**src/rtl/vc_wrr_lock_arb_pkg.sv**
```systemverilog
// Shared types for the weighted round-robin lock arbiter.
package vc_wrr_lock_arb_pkg;

  // What a cycle's transfer does to arbiter state.
  typedef enum logic [1:0] {
    FIRE_NONE,
    FIRE_MID,
    FIRE_END
  } fire_e;

endpackage

```
**src/rtl/vc_wrr_lock_arb_varb.sv**
```systemverilog
// Variable-priority arbitration chain: the highest-priority requester at or after
// the one-hot priority position wins, wrapping from the top index to 0.
module vc_VariableArbChain #(
  parameter int unsigned p_num_reqs = 2
) (
  input  logic                  kin,
  input  logic [p_num_reqs-1:0] priority_i,
  input  logic [p_num_reqs-1:0] reqs_i,
  output logic [p_num_reqs-1:0] grants_o,
  output logic                  kout_o
);

  localparam int unsigned N2 = 2 * p_num_reqs;

  logic [N2-1:0] reqs_x;
  logic [N2-1:0] pri_x;
  logic [N2-1:0] grants_x;
  logic [N2:0]   kills;

  // The request vector is doubled so that the wrap-around search is a linear chain.
  always_comb begin
    reqs_x   = {reqs_i, reqs_i};
    pri_x    = {{p_num_reqs{1'b0}}, priority_i};
    grants_x = '0;
    kills    = '0;
    kills[0] = 1'b1;
    for (int unsigned i = 0; i < N2; i++) begin
      if (pri_x[i]) begin
        grants_x[i]  = reqs_x[i];
        kills[i+1]   = reqs_x[i];
      end else begin
        grants_x[i]  = ~kills[i] & reqs_x[i];
        kills[i+1]   = kills[i] | grants_x[i];
      end
    end
    grants_o = kin ? '0 : (grants_x[p_num_reqs-1:0] | grants_x[N2-1:p_num_reqs]);
    kout_o   = kin | kills[N2];
  end

endmodule

```
**src/rtl/vc_wrr_lock_arb.sv**
```systemverilog
// Weighted round-robin arbiter with multi-flit packet locking; state advances
// only when a transfer fires (en && |grants).
module vc_wrr_lock_arb
  import vc_wrr_lock_arb_pkg::*;
#(
  parameter int unsigned NUM_REQS       = 4,
  parameter int unsigned WEIGHT_NBITS   = 4,
  parameter int unsigned RESET_PRIORITY = 0
) (
  input  logic                             clk,
  input  logic                             reset,
  input  logic [NUM_REQS-1:0]              reqs,
  input  logic [NUM_REQS-1:0]              locks,
  input  logic [NUM_REQS*WEIGHT_NBITS-1:0] weights,
  input  logic                             en,
  output logic [NUM_REQS-1:0]              grants,
  output logic                             locked
);

  localparam logic [NUM_REQS-1:0]   PTR_RESET = {{(NUM_REQS-1){1'b0}}, 1'b1} << RESET_PRIORITY;
  localparam logic [WEIGHT_NBITS:0] CNT_ONE   = {{WEIGHT_NBITS{1'b0}}, 1'b1};

  function automatic logic [NUM_REQS-1:0] rotl1(input logic [NUM_REQS-1:0] v);
    return {v[NUM_REQS-2:0], v[NUM_REQS-1]};
  endfunction

  function automatic logic [WEIGHT_NBITS-1:0] weight_of(
    input logic [NUM_REQS*WEIGHT_NBITS-1:0] w,
    input logic [NUM_REQS-1:0]              sel
  );
    logic [WEIGHT_NBITS-1:0] r;
    r = '0;
    for (int unsigned i = 0; i < NUM_REQS; i++) begin
      if (sel[i]) r = r | w[i*WEIGHT_NBITS +: WEIGHT_NBITS];
    end
    return r;
  endfunction

  function automatic logic [WEIGHT_NBITS:0] eff_weight(input logic [WEIGHT_NBITS-1:0] w);
    return (w == '0) ? CNT_ONE : {1'b0, w};
  endfunction

  logic [NUM_REQS-1:0]     ptr_q, ptr_d;
  logic [WEIGHT_NBITS-1:0] cnt_q, cnt_d;
  logic                    lock_q, lock_d;
  logic [NUM_REQS-1:0]     owner_q, owner_d;

  logic [NUM_REQS-1:0]     arb_grants;
  logic                    arb_kout;
  logic                    lock_hold;
  logic [WEIGHT_NBITS:0]   cnt_next;
  fire_e                   fire_kind;

  vc_VariableArbChain #(
    .p_num_reqs (NUM_REQS)
  ) u_arb (
    .kin        (1'b0),
    .priority_i (ptr_q),
    .reqs_i     (reqs),
    .grants_o   (arb_grants),
    .kout_o     (arb_kout)
  );

  always_comb begin
    // A lock whose owner has dropped its request is ignored; a fire then ends it.
    lock_hold = lock_q && |(owner_q & reqs);
    grants    = lock_hold ? owner_q : arb_grants;

    fire_kind = FIRE_NONE;
    if (en && |grants) begin
      fire_kind = |(grants & locks) ? FIRE_MID : FIRE_END;
    end

    lock_d   = (fire_kind == FIRE_MID);
    owner_d  = grants;
    cnt_next = (grants == ptr_q) ? ({1'b0, cnt_q} + CNT_ONE) : CNT_ONE;
    if (cnt_next >= eff_weight(weight_of(weights, grants))) begin
      ptr_d = rotl1(grants);
      cnt_d = '0;
    end else begin
      ptr_d = grants;
      cnt_d = cnt_next[WEIGHT_NBITS-1:0];
    end
  end

  always_ff @(posedge clk) begin
    if (reset) begin
      ptr_q   <= PTR_RESET;
      cnt_q   <= '0;
      lock_q  <= 1'b0;
      owner_q <= '0;
    end else begin
      if (fire_kind == FIRE_END) begin
        ptr_q <= ptr_d;
        cnt_q <= cnt_d;
      end
      if (fire_kind != FIRE_NONE) begin
        lock_q  <= lock_d;
        owner_q <= owner_d;
      end
    end
  end

  assign locked = lock_q;

  a_grants_onehot0: assert property (@(posedge clk) disable iff (reset) $onehot0(grants));
  a_ptr_onehot:     assert property (@(posedge clk) disable iff (reset) $onehot(ptr_q));
  a_kout_any_req:   assert property (@(posedge clk) disable iff (reset) arb_kout == |reqs);
  a_owner_holds:    assert property (@(posedge clk) disable iff (reset)
                                     !(lock_q && ~|(owner_q & reqs)))
                    else $warning("vc_wrr_lock_arb: lock owner dropped its request while locked");

endmodule

```
**config.mk**
```make
export PLATFORM = sky130hd
export DESIGN_NAME = vc_wrr_lock_arb
export DESIGN_NICKNAME = d
export VERILOG_FILES = /design/src/rtl/vc_wrr_lock_arb_pkg.sv /design/src/rtl/vc_wrr_lock_arb_varb.sv /design/src/rtl/vc_wrr_lock_arb.sv
export SDC_FILE = /design/constraint.sdc
export NUM_CORES = 1
export LEC_CHECK = 0
export BUFFER_PORTS_ARGS = -buffer_cell sky130_fd_sc_hd__clkbuf_2
export CAP_MARGIN = 20
export CORE_ASPECT_RATIO = 0.7
export CORE_MARGIN = 10
export CORE_UTILIZATION = 52
export DETAILED_ROUTE_END_ITERATION = 6
export PLACE_DENSITY = 0.86
export RECOVER_POWER = 50
export SYNTH_ARGS = -nofsm -noshare
export SYNTH_HDL_FRONTEND = slang
export SYNTH_SLANG_ARGS = --single-unit
```
**constraint.sdc**
```tcl
create_clock -name clk -period 4.3 [get_ports clk]
set_clock_uncertainty 0.1 [all_clocks]
set_input_delay 0.215 -clock clk [delete_from_list [all_inputs] [get_ports clk]]
set_output_delay 0.215 -clock clk [all_outputs]
set_load 0.02 [all_outputs]
```
# After elaboration in Yosys (flattened, before gate mapping)
# Index checks and enable logic that the tools add are counted.
[classes] bitwise=26 eq_ne=3 mux=19 n_reduce_logical=7 add_sub_neg=1 n_lt_le_gt_ge=1
[op_table] cell="$mux W4" count=8
[op_table] cell="$or A4 B4 Y4" count=4
[op_table] cell="$reduce_or A4 Y1" count=3
[op_table] cell="$and A4 B4 Y4" count=2
[op_table] cell="$mux W1" count=8
[op_table] cell="$and A1 B1 Y1" count=7
[op_table] cell="$not A1 Y1" count=7
[op_table] cell="$or A1 B1 Y1" count=6
[op_table] cell="$add A4 B1 Y5 const B" count=1
[op_table] cell="$ge A5 B4 Y1" count=1
[op_table] cell="$mux W5" count=1
[op_table] cell="$eq A4 B4 Y1" count=1
[op_table] cell="$logic_not A4 Y1" count=1
[op_table] cell="$mux W2" count=2
[op_table] cell="$eq A2 B1 Y1 const B" count=1
[op_table] cell="$eq A2 B2 Y1 const B" count=1
[op_table] cell="$logic_and A1 B1 Y1" count=2
[op_table] cell="$reduce_bool A2 Y1" count=1
[totals] reg_bits=13 out_inout_bits=5 wordCells=61 input_bits=27

# Depth between registers and ports, before layout
[logic_depth] word_depth=37 mapped_depth=19 depth_no_buf=16

# Cells and area by module
# From an unflattened synthesis, not the netlist that was laid out.
[unflattened] cells_unflattened=160 hier_area_um2=1214.9
[modules_own_cells] module="vc_wrr_lock_arb" area_per_inst_um2=1076.0 cells_per_inst=136 n_inst=1 seq_area_each_um2=260.2
[modules_own_cells] module="vc_VariableArbChain" area_per_inst_um2=138.9 cells_per_inst=24 n_inst=1 seq_area_each_um2=0.0

# Least setup slack after synthesis
# Ideal clock, no wire load.
[synth_path] path_type="reg-to-reg" startpoint="reg owner_q[2]" endpoint="reg ptr_q[0]" synth_period_minus_slack_ns=3.932 arrival_time_ns=3.705 required_time_ns=4.073 n_path_buf=2 stages_incl_launch_ff=18 path_slack_ns=0.368 setup_time_ns=0.127 cell_sequence="dfxtp_1 a222oi_1 a21oi_1 a31o_1 buf_6 a222oi_1 a21boi_0 nand3_1 nand3_1 ha_1 nand2b_1 a21o_1 a21o_1 a21oi_1 a21bo_1 buf_4 mux2_1 a2bb2oi_1"
[synth_between] elab_cells_between_ends=24 classes_between="1 x order compare; 2 x eq/ne; 10 x mux; 5 x bitwise; 6 x reduce/logical"
[synth_rtl] element="start: declaration" line="vc_wrr_lock_arb.sv:46" text="logic [NUM_REQS-1:0] owner_q, owner_d;"
[synth_rtl] element="start signal: assignment" line="vc_wrr_lock_arb.sv:99" text="owner_q <= owner_d;"
[synth_rtl] element="$and A4 B4 Y4 (*)" line="vc_wrr_lock_arb.sv:66" text="lock_hold = lock_q && |(owner_q & reqs);"
[synth_rtl] element="$reduce_or A4 Y1 (*)" line="vc_wrr_lock_arb.sv:66"
[synth_rtl] element="$logic_and A1 B1 Y1 (*)" line="vc_wrr_lock_arb.sv:66"
[synth_rtl] element="$mux W4 (*)" line="vc_wrr_lock_arb.sv:67" text="grants = lock_hold ? owner_q : arb_grants;"
[synth_rtl] element="via grants[1]" line="vc_wrr_lock_arb.sv:16" text="output logic [NUM_REQS-1:0] grants,"
[synth_rtl] element="$mux W4" line="vc_wrr_lock_arb.sv:34" text="if (sel[i]) r = r | w[i*WEIGHT_NBITS +: WEIGHT_NBITS];"
[synth_rtl] element="$or A4 B4 Y4" line="vc_wrr_lock_arb.sv:34"
[synth_rtl] element="$mux W4" line="vc_wrr_lock_arb.sv:34"
[synth_rtl] element="$or A4 B4 Y4" line="vc_wrr_lock_arb.sv:34"
[synth_rtl] element="$mux W4" line="vc_wrr_lock_arb.sv:34"
[synth_rtl] element="$logic_not A4 Y1" line="vc_wrr_lock_arb.sv:40" text="return (w == '0) ? CNT_ONE : {1'b0, w};"
[synth_rtl] element="$mux W4" line="vc_wrr_lock_arb.sv:40"
[synth_rtl] element="$ge A5 B4 Y1" line="vc_wrr_lock_arb.sv:77" text="if (cnt_next >= eff_weight(weight_of(weights, grants))) begin"
[synth_rtl] element="$mux W4" line="vc_wrr_lock_arb.sv:77"
[synth_rtl] element="end signal: assignment" line="vc_wrr_lock_arb.sv:94" text="ptr_q <= ptr_d;"
[synth_rtl] element="end: declaration" line="vc_wrr_lock_arb.sv:43" text="logic [NUM_REQS-1:0] ptr_q, ptr_d;"
# The timed path passes the listed nets; every way through them passes the cells marked *.
# A chain may end at the register's enable or synchronous reset.

# Final worst setup path
[layout_path] startpoint="reg owner_q[2]" endpoint="reg ptr_q[0]"
[layout_between] elab_chain_len=15 elab_cells_between_ends=24 classes_between="1 x order compare; 2 x eq/ne; 10 x mux; 5 x bitwise; 6 x reduce/logical"
[layout_rtl] element="$and A4 B4 Y4" line="vc_wrr_lock_arb.sv:66"
[layout_rtl] element="$reduce_or A4 Y1" line="vc_wrr_lock_arb.sv:66"
[layout_rtl] element="$logic_and A1 B1 Y1" line="vc_wrr_lock_arb.sv:66"
[layout_rtl] element="$mux W4 (*)" line="vc_wrr_lock_arb.sv:67"
[layout_rtl] element="$mux W4" line="vc_wrr_lock_arb.sv:34"
[layout_rtl] element="$or A4 B4 Y4" line="vc_wrr_lock_arb.sv:34"
[layout_rtl] element="$mux W4" line="vc_wrr_lock_arb.sv:34"
[layout_rtl] element="$or A4 B4 Y4" line="vc_wrr_lock_arb.sv:34"
[layout_rtl] element="$mux W4" line="vc_wrr_lock_arb.sv:34"
[layout_rtl] element="$or A4 B4 Y4" line="vc_wrr_lock_arb.sv:34"
[layout_rtl] element="$mux W4" line="vc_wrr_lock_arb.sv:34"
[layout_rtl] element="$logic_not A4 Y1" line="vc_wrr_lock_arb.sv:40"
[layout_rtl] element="$mux W4" line="vc_wrr_lock_arb.sv:40"
[layout_rtl] element="$ge A5 B4 Y1" line="vc_wrr_lock_arb.sv:77"
[layout_rtl] element="$mux W4" line="vc_wrr_lock_arb.sv:77"
# Mark *: on every way between the ends. The rest lies on a longest branch, timed or not.

==> impl_metrics.csv <==
group,metric,value,unit
logic_synthesis,ys_seq_area_frac,0.214,
placement,pre_cts_ws,0.164,ns
floorplanning,fp.coreArea,2190,um^2
finish,design_area,1420,um^2
logic_synthesis,synth_most_common_cell,"dfxtp_1",
placement,dpl_cell_area,1390,um^2
routing,drc,0,
logic_synthesis,yosys_most_used_dff,"dfxtp_1",
critical_path,crit_path_end_kind,"flop",
floorplanning,dieArea,4700,um^2
logic_synthesis,syn-num-nets,180,
timing,fmaxAchievable,249,MHz
clocking,cts_tree,"done",
logic_synthesis,synth_top_cell_by_area,"dfxtp_1",
logic_synthesis,synth_compound_area_frac,0.377,
logic_synthesis,synth_top_area_frac,0.214,
floorplanning,die_height,60.4,um
floorplanning,die_w,77.8,um
routing,routedWlPerCell,17.3,um
finish,drive_above_1_share,0.261,
grt,antenna_found_initial,0,
finish,num_antenna_cells,0,
logic_synthesis,ys_top_cells_by_area,"dfxtp_1 (21%), ha_1 (5.1%), a222oi_1 (4.1%)",
timing,fin_crit_sh,0.935,
timing,hold_viol,0,
logic_synthesis,yosys.area_share.simple,0.245,
critical_path,critPathKind,"reg2reg",
placement,routabilityCongestion,0.990,
timing,fin_ws,0.281,ns
run_status,outcome,"finished, final reports clean",
timing,setup_violations,0,
critical_path,arrival,4.08,ns
logic_synthesis,synth.ff_latch_count,13,
clocking,htree_levels,1,
placement,post-dp-hpwl,2850,um
power_and_ir_drop,fin_total_pwr,404,uW
floorplanning,start_util,0.555,
power_and_ir_drop,power.density,284,nW/um^2
clocking,cts_sinks,13,
power_and_ir_drop,p_leak,0.000611,uW
logic_synthesis,ys_warn_count,0,
grt,gr-usage-all-layers,0.151,
logic_synthesis,synth_fa_ha_area_frac,0.0515,
routing,dr.first_iter.drc_count,248,
finish,syn_to_final_growth,17.1,%
floorplanning,io_pins,32,
routing,vias,1332,
grt,grt_max_degree,12,
logic_synthesis,synth_cell_type_count,53,
run,max_cap_viol_count,0,
logic_synthesis,synth_top_family_by_area,"compound AO/OA/AOI/OAI gates",
finish,n_fill_cell,203,
placement,portBuffers,31,
routing,drtPass1Iterations,5,
hold_path,hp-class,"in2reg",
timing,max_slew_margin,0.191,
clocking,cts_buffers,3,
logic_synthesis,synthesis.area,1210,um^2
routing,via_per_inst,6.28,
timing,whs,0.173,ns
timing,fin_crit,4.02,ns
clocking,cts_max_path_buffers,2,
grt,grt_pass1_wl,5920,um
grt,grt-ovfl-total,0,
grt,grt_pass1_vias,1266,
clocking,cts_root_buf,"clkbuf_4",
routing,postRouteAntennaNets,0,
floorplanning,fp-row-count,14,
power_and_ir_drop,peakVddDrop,266,uV
critical_path,required,4.36,ns
clocking,cts_hold_buf,0,
timing,drv_slew,0,
clocking,cts.clk_slew.worst_paths,0.09,ns
routing,routed_wl,3670,um
timing,worst_pin_slew,1.20,ns
logic_synthesis,muxShareOfSynthArea,0.0433,
logic_synthesis,synthCells,148,
finish,fin_nets,213,
logic_synthesis,ys_top_cells_by_count,"dfxtp_1 (13), nor2_1 (12), nand2_1 (10)",
logic_synthesis,synthArstFlopShare,0,
timing,tns,0,ns
logic_synthesis,synth_xor_area_frac,0.0144,
critical_path,cp-start-kind,"flop",
timing,rsz0062_at_grt,"false",
logic_synthesis,synth-edff-count,0,
logic_synthesis,synth_area_per_cell,8.21,um^2
critical_path,worst-path-max-fanout,10,
clocking,clkLatencyLatePin,0.28,ns
power by group:
part	switching (uW)	internal, uW	total [uW]
Sequential	13.1	129	142
Clock	43.2	34.5	77.7
Combinational	103	81.3	184
flip-flops by register name, indices dropped and copies added (netlist names):
name     cells
ptr_q        4
owner_q      4
cnt_q        4
locked       1
path summary, 6_finish.rpt:
path	from	endpoint	slack, ns	cells after the start
hold reg to reg	cnt_q[1]	cnt_q[1]	0.39	2
setup / recovery	owner_q[2]	ptr_q[0]	0.28	17
hold / removal	reset	cnt_q[2]	0.17	2
setup reg to reg	owner_q[2]	ptr_q[0]	0.28	17
cell families (layout without fill, tap and decap cells):
logic type / after synthesis / after routing
simple gates: 53 / 53
flops: 13 / 13
xor+xnor: 2 / 2
fa+ha+maj: 5 / 5
compound gates: 56 / 56
mux: 5 / 5
buf+inv: 14 / 46
per-stage QoR:
step                      instances   util
final                           212  0.650
after global routing            212  0.650
after CTS                       211  0.649
after detailed placement        207  0.636
after global placement          207  0.636
after floorplan                 148      -
timing repair:
item	4_1_cts	5_1_grt
setup buffers	0	1
setup endpoints to repair	0	5
resized for setup	0	7
hold endpoints to repair	0	0
cell usage in the layout (no fill, tap or decap), types with 3 or more instances in the layout:
cell type	synthesis	routed
nor2b_1	3	3
a21oi_1	7	7
and2_1	8	8
inv_1	7	7
a22oi_1	5	5
nand2_1	10	10
ha_1	5	5
nand2b_1	3	3
clkbuf_2	0	29
clkbuf_1	3	3
o2bb2ai_1	3	3
dfxtp_1	13	12
buf_4	1	3
a31oi_1	4	4
nor2_1	12	12
mux2i_1	3	3
a222oi_1	5	5
nand3_1	6	6
o21ai_0	3	3
clkbuf_4	0	3
cell type report:
cell class                      count  area, um^2  area share
Multi-Input combinational cell    121         888       0.624
Tap cell                           32        40.0      0.0281
Timing Repair Buffer               35         179       0.126
Clock buffer                        3        22.5      0.0158
Inverter                            7        26.3      0.0185
Clock inverter                      1        5.00     0.00352
Sequential cell                    13         262       0.184
critical path, stage by stage (launching register included):
cell	delay, ns
dfxtp_2	0.36
a222oi_1	0.34
clkbuf_1	0.19
a21o_2	0.20
a31oi_1	0.12
buf_4	0.20
a222oi_1	0.19
a21boi_1	0.29
nand3_1	0.12
nand3_1	0.09
ha_1	0.22
nand2b_1	0.15
a21o_1	0.18
a21o_1	0.17
a21oi_1	0.20
a21bo_1	0.32
mux2_1	0.34
a2bb2oi_1	0.13
routing by layer:
layer | vias to the layer above | part of all wire | global-route usage | routed length [um]
met5 | - | 0 | 0 | 0
met4 | 0 | 0.0033 | 0.0155 | 12
met3 | 4 | 0.075 | 0.0457 | 276
met2 | 67 | 0.50 | 0.271 | 1850
met1 | 618 | 0.42 | 0.181 | 1530
li1 | 643 | - | - | -
No activity file was read; power rests on OpenSTA's default activity.
